==> src/rtl/data_sram_ctrl_pkg.sv <==
// data_sram_ctrl_pkg
//   Definitions shared by the data-SRAM controller, its bus interface and its
//   timer: FSM state encoding, default SRAM geometry and the timer width helper.
//   No ports (package).

package data_sram_ctrl_pkg;

  // Geometry defaults shared with the data SRAM.
  localparam int DEF_ADDR_W = 8;
  localparam int DEF_DATA_W = 8;

  typedef enum logic [1:0] {
    ST_IDLE   = 2'd0,
    ST_SETUP  = 2'd1,
    ST_STROBE = 2'd2,
    ST_HOLD   = 2'd3
  } state_e;

  // One timer serves both the setup and the strobe phase, so it is sized for
  // the longer of the two.
  function automatic int cnt_width(input int setup_cyc, input int strobe_cyc);
    int m;
    m = (setup_cyc > strobe_cyc) ? setup_cyc : strobe_cyc;
    return $clog2(m + 1);
  endfunction

endpackage

==> src/rtl/data_sram_ctrl_if.sv <==
// data_sram_ctrl_if
//   Bundles the core-side request handshake and the SRAM strobe bus of the
//   data-SRAM controller.
//   Core side : req, we, addr, wdata (to controller); ready, done, rdata (from it)
//   SRAM side : WD, RD, CS_D, ADDR, DIN (from controller); DOUT (to it)
//   Modports  : slave  - the controller
//               master - its environment (core plus SRAM)

interface data_sram_ctrl_if
  import data_sram_ctrl_pkg::*;
#(
  parameter int ADDR_W = DEF_ADDR_W,
  parameter int DATA_W = DEF_DATA_W
);

  logic              req;
  logic              we;
  logic [ADDR_W-1:0] addr;
  logic [DATA_W-1:0] wdata;
  logic              ready;
  logic              done;
  logic [DATA_W-1:0] rdata;

  logic              WD;
  logic              RD;
  logic              CS_D;
  logic [ADDR_W-1:0] ADDR;
  logic [DATA_W-1:0] DIN;
  logic [DATA_W-1:0] DOUT;

  modport slave (
    input  req, we, addr, wdata, DOUT,
    output ready, done, rdata, WD, RD, CS_D, ADDR, DIN
  );

  modport master (
    output req, we, addr, wdata, DOUT,
    input  ready, done, rdata, WD, RD, CS_D, ADDR, DIN
  );

endinterface

==> src/rtl/data_sram_ctrl_cycle_timer.sv <==
// data_sram_ctrl_cycle_timer
//   Loadable down-counter with terminal-count flag. Loading N gives N+1 cycles
//   until tc_o is seen by the FSM (tc_o is high while the count is zero).
//   clk_i      : system clock
//   rst_i      : synchronous active-high reset, count -> 0
//   load_i     : load load_val_i this edge (overrides decrement)
//   load_val_i : value to load
//   tc_o       : terminal count, high while the count is zero

module data_sram_ctrl_cycle_timer #(
  parameter int W = 1
) (
  input  logic         clk_i,
  input  logic         rst_i,
  input  logic         load_i,
  input  logic [W-1:0] load_val_i,
  output logic         tc_o
);

  logic [W-1:0] cnt_q;
  logic [W-1:0] cnt_d;

  always_comb begin
    cnt_d = cnt_q;
    if (load_i) begin
      cnt_d = load_val_i;
    end else if (cnt_q != '0) begin
      cnt_d = cnt_q - W'(1);
    end
  end

  always_ff @(posedge clk_i) begin
    if (rst_i) begin
      cnt_q <= '0;
    end else begin
      cnt_q <= cnt_d;
    end
  end

  assign tc_o = (cnt_q == '0);

endmodule

==> src/rtl/data_sram_ctrl.sv <==
// data_sram_ctrl
//   Initiator for the data-SRAM strobe interface. Takes single-beat load/store
//   requests from the core memory stage and drives the WD/RD/ADDR/DIN/CS_D
//   sequence; the SRAM acts on the CS_D falling edge. All outputs registered.
//   clk_i  : system clock
//   rst_i  : synchronous active-high reset
//   bus_if : slave view of data_sram_ctrl_if (core handshake + SRAM bus)
//
//   state  | meaning
//   -------+------------------------------------------------------------
//   IDLE   | ready=1, CS_D=1, WD=RD=0; a req is latched and accepted
//   SETUP  | CS_D=1, controls stable, SETUP_CYC cycles
//   STROBE | CS_D=0, STROBE_CYC cycles; load data captured on exit edge
//   HOLD   | CS_D=1, controls still held, done=1 for this one cycle

module data_sram_ctrl
  import data_sram_ctrl_pkg::*;
#(
  parameter int ADDR_W     = DEF_ADDR_W,
  parameter int DATA_W     = DEF_DATA_W,
  parameter int SETUP_CYC  = 1,
  parameter int STROBE_CYC = 1
) (
  input logic              clk_i,
  input logic              rst_i,
  data_sram_ctrl_if.slave  bus_if
);

  localparam int CNT_W = cnt_width(SETUP_CYC, STROBE_CYC);

  // The timer reports terminal count while at zero, so loading N-1 on
  // phase entry yields exactly N cycles in that phase.
  localparam logic [CNT_W-1:0] SETUP_LD  = CNT_W'(SETUP_CYC - 1);
  localparam logic [CNT_W-1:0] STROBE_LD = CNT_W'(STROBE_CYC - 1);

  state_e state_q, state_d;

  logic              ready_q, ready_d;
  logic              done_q,  done_d;
  logic [DATA_W-1:0] rdata_q, rdata_d;
  logic              wd_q,    wd_d;
  logic              rd_q,    rd_d;
  logic              cs_d_q,  cs_d_d;
  logic [ADDR_W-1:0] addr_q,  addr_d;
  logic [DATA_W-1:0] din_q,   din_d;

  logic              tmr_load;
  logic [CNT_W-1:0]  tmr_val;
  logic              tmr_tc;

  data_sram_ctrl_cycle_timer #(
    .W (CNT_W)
  ) u_timer (
    .clk_i      (clk_i),
    .rst_i      (rst_i),
    .load_i     (tmr_load),
    .load_val_i (tmr_val),
    .tc_o       (tmr_tc)
  );

  always_comb begin
    state_d  = state_q;
    ready_d  = ready_q;
    done_d   = 1'b0;
    rdata_d  = rdata_q;
    wd_d     = wd_q;
    rd_d     = rd_q;
    cs_d_d   = cs_d_q;
    addr_d   = addr_q;
    din_d    = din_q;
    tmr_load = 1'b0;
    tmr_val  = '0;

    unique case (state_q)
      ST_IDLE: begin
        if (bus_if.req) begin
          state_d  = ST_SETUP;
          ready_d  = 1'b0;
          addr_d   = bus_if.addr;
          din_d    = bus_if.wdata;
          wd_d     = bus_if.we;
          rd_d     = ~bus_if.we;
          tmr_load = 1'b1;
          tmr_val  = SETUP_LD;
        end
      end

      ST_SETUP: begin
        if (tmr_tc) begin
          state_d  = ST_STROBE;
          cs_d_d   = 1'b0;
          tmr_load = 1'b1;
          tmr_val  = STROBE_LD;
        end
      end

      ST_STROBE: begin
        if (tmr_tc) begin
          state_d  = ST_HOLD;
          cs_d_d   = 1'b1;
          done_d   = 1'b1;
          tmr_load = 1'b1;
          // DOUT was updated by the SRAM at the CS_D fall and is stable here.
          if (rd_q) begin
            rdata_d = bus_if.DOUT;
          end
        end
      end

      ST_HOLD: begin
        // ADDR/DIN deliberately keep their values into IDLE.
        state_d  = ST_IDLE;
        ready_d  = 1'b1;
        wd_d     = 1'b0;
        rd_d     = 1'b0;
        tmr_load = 1'b1;
      end

      default: begin
        state_d = ST_IDLE;
      end
    endcase
  end

  always_ff @(posedge clk_i) begin
    if (rst_i) begin
      state_q <= ST_IDLE;
      ready_q <= 1'b1;
      done_q  <= 1'b0;
      rdata_q <= '0;
      wd_q    <= 1'b0;
      rd_q    <= 1'b0;
      cs_d_q  <= 1'b1;
      addr_q  <= '0;
      din_q   <= '0;
    end else begin
      state_q <= state_d;
      ready_q <= ready_d;
      done_q  <= done_d;
      rdata_q <= rdata_d;
      wd_q    <= wd_d;
      rd_q    <= rd_d;
      cs_d_q  <= cs_d_d;
      addr_q  <= addr_d;
      din_q   <= din_d;
    end
  end

  assign bus_if.ready = ready_q;
  assign bus_if.done  = done_q;
  assign bus_if.rdata = rdata_q;
  assign bus_if.WD    = wd_q;
  assign bus_if.RD    = rd_q;
  assign bus_if.CS_D  = cs_d_q;
  assign bus_if.ADDR  = addr_q;
  assign bus_if.DIN   = din_q;

endmodule
==> src/flat_wrapper.sv <==
// flat-port wrapper written by rule: the top's interface ports become plain ports
module data_sram_ctrl_flat import data_sram_ctrl_pkg::*;
#(
  parameter int ADDR_W     = DEF_ADDR_W,
  parameter int DATA_W     = DEF_DATA_W,
  parameter int SETUP_CYC  = 1,
  parameter int STROBE_CYC = 1
)
  (clk_i, rst_i, bus_if_req, bus_if_we, bus_if_addr, bus_if_wdata, bus_if_DOUT, bus_if_ready, bus_if_done, bus_if_rdata, bus_if_WD, bus_if_RD, bus_if_CS_D, bus_if_ADDR, bus_if_DIN);
  data_sram_ctrl_if #(.ADDR_W(ADDR_W), .DATA_W(DATA_W)) bus_if_i ();
  input logic clk_i;
  input logic rst_i;
  input wire logic [$bits(bus_if_i.req)-1:0] bus_if_req;
  input wire logic [$bits(bus_if_i.we)-1:0] bus_if_we;
  input wire logic [$bits(bus_if_i.addr)-1:0] bus_if_addr;
  input wire logic [$bits(bus_if_i.wdata)-1:0] bus_if_wdata;
  input wire logic [$bits(bus_if_i.DOUT)-1:0] bus_if_DOUT;
  output wire logic [$bits(bus_if_i.ready)-1:0] bus_if_ready;
  output wire logic [$bits(bus_if_i.done)-1:0] bus_if_done;
  output wire logic [$bits(bus_if_i.rdata)-1:0] bus_if_rdata;
  output wire logic [$bits(bus_if_i.WD)-1:0] bus_if_WD;
  output wire logic [$bits(bus_if_i.RD)-1:0] bus_if_RD;
  output wire logic [$bits(bus_if_i.CS_D)-1:0] bus_if_CS_D;
  output wire logic [$bits(bus_if_i.ADDR)-1:0] bus_if_ADDR;
  output wire logic [$bits(bus_if_i.DIN)-1:0] bus_if_DIN;
  assign bus_if_i.req = bus_if_req;
  assign bus_if_i.we = bus_if_we;
  assign bus_if_i.addr = bus_if_addr;
  assign bus_if_i.wdata = bus_if_wdata;
  assign bus_if_i.DOUT = bus_if_DOUT;
  assign bus_if_ready = bus_if_i.ready;
  assign bus_if_done = bus_if_i.done;
  assign bus_if_rdata = bus_if_i.rdata;
  assign bus_if_WD = bus_if_i.WD;
  assign bus_if_RD = bus_if_i.RD;
  assign bus_if_CS_D = bus_if_i.CS_D;
  assign bus_if_ADDR = bus_if_i.ADDR;
  assign bus_if_DIN = bus_if_i.DIN;
  data_sram_ctrl #(.ADDR_W(ADDR_W), .DATA_W(DATA_W), .SETUP_CYC(SETUP_CYC), .STROBE_CYC(STROBE_CYC)) u_core (.clk_i(clk_i), .rst_i(rst_i), .bus_if(bus_if_i));
endmodule
==> config.mk <==
export PLATFORM = sky130hd
export DESIGN_NAME = data_sram_ctrl_flat
export DESIGN_NICKNAME = d
export VERILOG_FILES = /design/src/rtl/data_sram_ctrl_pkg.sv /design/src/rtl/data_sram_ctrl_if.sv /design/src/rtl/data_sram_ctrl_cycle_timer.sv /design/src/rtl/data_sram_ctrl.sv /design/src/flat_wrapper.sv
export SDC_FILE = /design/constraint.sdc
export NUM_CORES = 1
export LEC_CHECK = 0
export ABC_AREA = 1
export BUFFER_PORTS_ARGS = -buffer_cell sky130_fd_sc_hd__buf_2
export CORE_MARGIN = 2
export CORE_UTILIZATION = 45
export DETAILED_ROUTE_END_ITERATION = 8
export HOLD_SLACK_MARGIN = 0.15
export PLACE_DENSITY = 0.78
export SLEW_MARGIN = 25
export SYNTH_ARGS = -nofsm -noshare
export SYNTH_HDL_FRONTEND = slang
export SYNTH_SLANG_ARGS = --single-unit
==> constraint.sdc <==
create_clock -name clk_i -period 1.3 [get_ports clk_i]
set_input_delay 0.195 -clock clk_i [delete_from_list [all_inputs] [get_ports clk_i]]
set_output_delay 0.195 -clock clk_i [all_outputs]
set_load 0.01 [all_outputs]
==> impl_results.html <==
<table>
<tr><th>Metric</th><th>Value</th></tr>
<tr><th colspan="2">Timing</th></tr>
<tr><td>Clock tree skew after final layout</td><td>between 3 and 4 ps</td></tr>
<tr><td>Final setup violating endpoints</td><td>0</td></tr>
<tr><td>Max frequency</td><td>807 MHz</td></tr>
<tr><td>Pins Over Slew Limit</td><td>0</td></tr>
<tr><td>Final clock period utilization by the worst path</td><td>0.953</td></tr>
<tr><td>Final worst path period need</td><td>around 1200 ps</td></tr>
<tr><td>Unrepaired setup endpoints after global routing</td><td>yes</td></tr>
<tr><td>Number of hold violations in the final report</td><td>0</td></tr>
<tr><th colspan="2">Die</th></tr>
<tr><td>Core box area</td><td>roughly 2700 µm²</td></tr>
<tr><td>Starting density of the core</td><td>0.463</td></tr>
<tr><td>Width of the chip</td><td>56.6 µm</td></tr>
<tr><td>Core Rows</td><td>19</td></tr>
<tr><td>Total die area</td><td>around 3200 µm²</td></tr>
<tr><td>Die height</td><td>56.6 µm</td></tr>
<tr><td>Number of top-level pins</td><td>57</td></tr>
<tr><th colspan="2">Worst setup path</th></tr>
<tr><td>Cells on worst reg2reg path</td><td>6</td></tr>
<tr><td>Crit path DAT</td><td>~1500 ps</td></tr>
<tr><td>Required time at the worst-slack endpoint</td><td>roughly 1500 ps</td></tr>
<tr><td>Highest net fanout along the worst path</td><td>9</td></tr>
<tr><td>CP startpoint kind</td><td>flip-flop</td></tr>
<tr><td>Endpoint type of the worst setup path</td><td>flip-flop</td></tr>
<tr><td>R2r endpoint</td><td>u_core.bus_if.DIN[5]</td></tr>
<tr><td>Critical-path cell with the highest stage delay</td><td>dfxtp_2</td></tr>
<tr><td>R2R Path Start</td><td>u_core.state_q[0]</td></tr>
<tr><td>Type of the setup path with the least slack</td><td>flip-flop to flip-flop</td></tr>
<tr><td>FF-to-FF setup slack</td><td>between 60 and 70 ps</td></tr>
<tr><td>Worst path max stage delay</td><td>~340 ps</td></tr>
<tr><td>List of cells traversed by the critical path</td><td>inv_1 -&gt; ha_1 -&gt; nand2_2 -&gt; buf_4 -&gt; o21ai_0 -&gt; nor2_1</td></tr>
<tr><th colspan="2">Placed design</th></tr>
<tr><td>DP Cell Count</td><td>~240</td></tr>
<tr><td>Placer's final routability congestion estimate</td><td>0.777</td></tr>
<tr><td>Port Buf Inserts</td><td>56</td></tr>
<tr><td>Placed standard-cell area</td><td>1560 µm²</td></tr>
<tr><td>Placed wire-length estimate after detailed placement</td><td>between 1.5 and 2 mm</td></tr>
<tr><th colspan="2">Final layout</th></tr>
<tr><td>Share of final-layout standard cells stronger than drive strength 1</td><td>0.322</td></tr>
<tr><td>NumNets Final</td><td>around 270</td></tr>
<tr><td>Fin cells</td><td>around 270</td></tr>
<tr><td>Post-route cell area</td><td>between 1500 and 2000 µm²</td></tr>
<tr><td>Area occupied by multi-input gates</td><td>515 µm²</td></tr>
<tr><td>Layout area overhead</td><td>51.2%</td></tr>
<tr><td>Sequential cell area</td><td>between 600 and 700 µm²</td></tr>
<tr><td>Antenna diodes</td><td>0</td></tr>
<tr><td>Fill cells</td><td>between 200 and 250</td></tr>
<tr><th colspan="2">Synthesis</th></tr>
<tr><td>Leading cell types by total area after synthesis</td><td>dfxtp_1 (52%), nor2_1 (12%), o21ai_0 (6.8%)</td></tr>
<tr><td>Library cell with the highest instance count after synthesis</td><td>nor2_1</td></tr>
<tr><td>Synth Register Bits</td><td>32</td></tr>
<tr><td>Number of enable-type register cells in the synthesized netlist</td><td>0</td></tr>
<tr><td>Synthesized cell area</td><td>1240 µm²</td></tr>
<tr><td>Number of warning messages in the yosys log</td><td>0</td></tr>
<tr><td>Synthesized area per cell</td><td>approximately 7.9 µm²</td></tr>
<tr><td>Top post-synthesis cells by count</td><td>nor2_1 (39), dfxtp_1 (32), nand2_1 (17), o21ai_0 (17), nand3_1 (12)</td></tr>
<tr><td>Top cell type's share of synthesized area</td><td>0.515</td></tr>
<tr><td>Gate count of the mapped netlist</td><td>~160</td></tr>
<tr><td>Synth cell types</td><td>21</td></tr>
<tr><td>Portion of the post-synthesis area used by sequential elements</td><td>0.515</td></tr>
<tr><td>Synthesized netlist net count</td><td>189</td></tr>
<tr><td>Flip-flop cell with the highest count after synthesis</td><td>dfxtp_1</td></tr>
<tr><td>Largest area contributor in the synthesized netlist</td><td>dfxtp_1</td></tr>
<tr><td>Async SR Flop Fraction</td><td>0</td></tr>
<tr><th colspan="2">Route</th></tr>
<tr><td>Mean number of vias per cell</td><td>~4.8</td></tr>
<tr><td>Number of vias after detailed routing</td><td>1306</td></tr>
<tr><td>Remaining design rule violation count</td><td>0</td></tr>
<tr><td>Total Wirelength</td><td>between 3 and 4 mm</td></tr>
<tr><td>Wire length per cell after detailed routing</td><td>approximately 12 µm</td></tr>
<tr><td>Post-detailed-route count of antenna-violating nets</td><td>0</td></tr>
<tr><td>Initial DRT Pass Iterations</td><td>4</td></tr>
<tr><td>Drt initial violations</td><td>35</td></tr>
<tr><th colspan="2">Worst hold path</th></tr>
<tr><td>Hold endpoint</td><td>u_core.bus_if.DIN[1]</td></tr>
<tr><td>Cells on Worst Hold Path</td><td>3</td></tr>
<tr><td>Startpoint of the most critical hold path</td><td>bus_if_wdata[1]</td></tr>
<tr><td>Hold Crit Class</td><td>primary input to flip-flop</td></tr>
<tr><th colspan="2">Global routing</th></tr>
<tr><td>Met2 Resource Use GR</td><td>0.377</td></tr>
<tr><td>Global-route usage over all layers</td><td>0.209</td></tr>
<tr><td>Gr ovfl total</td><td>0</td></tr>
<tr><td>Global routing usage on met3</td><td>0.0737</td></tr>
<tr><td>Antenna violations before repair</td><td>0</td></tr>
<tr><td>Grt met1 use</td><td>0.209</td></tr>
<tr><td>GRT busiest layer</td><td>met2</td></tr>
<tr><td>Maximum number of pins on one net before global-route repair</td><td>21</td></tr>
<tr><td>Number of global-route vias before repair</td><td>around 1200</td></tr>
<tr><td>Wire length of the first global-routing pass</td><td>slightly above 5 mm</td></tr>
<tr><th colspan="2">Outcome</th></tr>
<tr><td>Outcome</td><td>completed</td></tr>
<tr><th colspan="2">Flow run</th></tr>
<tr><td>Maximum capacitance violations</td><td>0</td></tr>
<tr><th colspan="2">Power</th></tr>
<tr><td>Peak supply drop</td><td>between 0.001 and 0.0015 V</td></tr>
<tr><td>Cell area power density</td><td>between 1500 and 2000 nW/µm²</td></tr>
<tr><td>Leakage component of the power</td><td>about 0.00090 µW</td></tr>
<tr><th colspan="2">Clock network</th></tr>
<tr><td>Clock Root Buffer</td><td>clkbuf_4</td></tr>
<tr><td>Clock insertion delay at the later pin of the skew report</td><td>approximately 330 ps</td></tr>
<tr><td>Number of buffers created by CTS</td><td>5</td></tr>
<tr><td>Maximum buffer depth of the clock tree</td><td>2</td></tr>
<tr><td>Number of clock sinks</td><td>32</td></tr>
<tr><td>CTS HTree Levels</td><td>2</td></tr>
<tr><td>CTS tree</td><td>done</td></tr>
<tr><td>Clock-pin slew on the worst setup and hold paths</td><td>90 ps</td></tr>
</table>
[through the flow]
step | hold slack [ps] | total power [µW] | setup TNS, ps | worst slack, ps | util
after global routing | 157 | 3230 | -240 | -29.0 | 0.700
after floorplan | 257 | 1990 | 0 | 148 | -
after detailed placement | 448 | 2340 | 0 | 65.5 | 0.580
after CTS | 153 | 3020 | 0 | 40.1 | 0.698
after global placement | 447 | 2310 | 0 | 97.7 | 0.580
final | 131 | 3020 | 0 | 61.2 | 0.700
[worst max-delay path by stage]
stage                                  from               endpoint  slack (ps)  cells past startpoint
after global routing      u_core.state_q[0]  u_core.bus_if.ADDR[2]         -30                      6
after detailed placement  u_core.state_q[0]  u_core.bus_if.ADDR[5]          70                      6
after floorplan           u_core.state_q[0]  u_core.bus_if.ADDR[0]         150                      7
after CTS                 u_core.state_q[0]  u_core.bus_if.ADDR[5]          40                      6
final                     u_core.state_q[0]   u_core.bus_if.DIN[5]          60                      6
after global placement    u_core.state_q[0]       u_core.bus_if.RD         100                      7
[sequential cells by signal, summed over array words and instances (netlist names)]
| register | cells |
|---|---|
| u_core.state_q | 2 |
| u_core.bus_if.RD | 1 |
| u_core.bus_if.WD | 1 |
| u_core.bus_if.rdata | 8 |
| u_core.bus_if.DIN | 8 |
| u_core.u_timer.cnt_q | 1 |
| u_core.bus_if.ADDR | 8 |
| u_core.bus_if.ready | 1 |
| u_core.bus_if.CS_D | 1 |
| u_core.bus_if.done | 1 |
[routing by layer]
layer	routed length, µm	part of all wire
met2	1660	0.51
met3	199	0.062
met4	111	0.034
met1	1260	0.39
met5	0	0
[placed cells by master, fill, tap and decap left out, drive strengths merged]
| master | synthesis | final |
|---|---|---|
| buf | 6 | 60 |
| dfxtp | 32 | 32 |
| conb | 1 | 1 |
| dlygate4sd3 | 0 | 25 |
| inv | 11 | 11 |
| nand4 | 1 | 1 |
| o21ai | 18 | 18 |
| ha | 4 | 4 |
| nand3 | 12 | 12 |
| nor2 | 41 | 41 |
| o211ai | 1 | 1 |
| a21oi | 10 | 10 |
| clkbuf | 1 | 7 |
| nand2 | 19 | 19 |
[report_power, final]
group	internal, µW	total (µW)	switching, µW	leakage, µW
clock network	306	624	317	0.0000374
logic	461	1060	602	0.000599
registers	1200	1330	130	0.000264
[cells by family (layout without fill, tap and decap cells)]
| group | count (synthesis) | count (layout) | share of synthesized area |
|---|---|---|---|
| AOI/OAI and AO/OA | 29 | 29 | 0.122 |
| adders and majority gates | 4 | 4 | 0.0402 |
| buffers and inverters | 18 | 103 | 0.0734 |
| DFF | 32 | 32 | 0.515 |
| other | 1 | 1 | 0.00302 |
| and+or+nand+nor | 73 | 73 | 0.246 |
[repair_timing]
item                                    CTS  global route
cloned                                    0             0
hold endpoints to repair                 25             0
endpoints found under the setup margin    1            26
hold buffers                             25             0
resized for setup                         1             7
buffers inserted                          0             0
[area by class of cell]
cell class                      instances  share of cell area
Inverter                               11              0.0233
Timing Repair Buffer                   85               0.305
Clock buffer                            7              0.0346
Tap cell                               31              0.0206
Sequential cell                        32               0.343
Multi-Input combinational cell        107               0.274
[worst max-delay path, delay by kind of cell (launching register included)]
kind / cells / cell delay (ps)
buf+inv: 2 / 260
flops: 1 / 340
simple gates: 2 / 180
compound gates: 1 / 160
fa+ha+maj: 1 / 200
No activity file was read; power rests on OpenSTA's default activity.
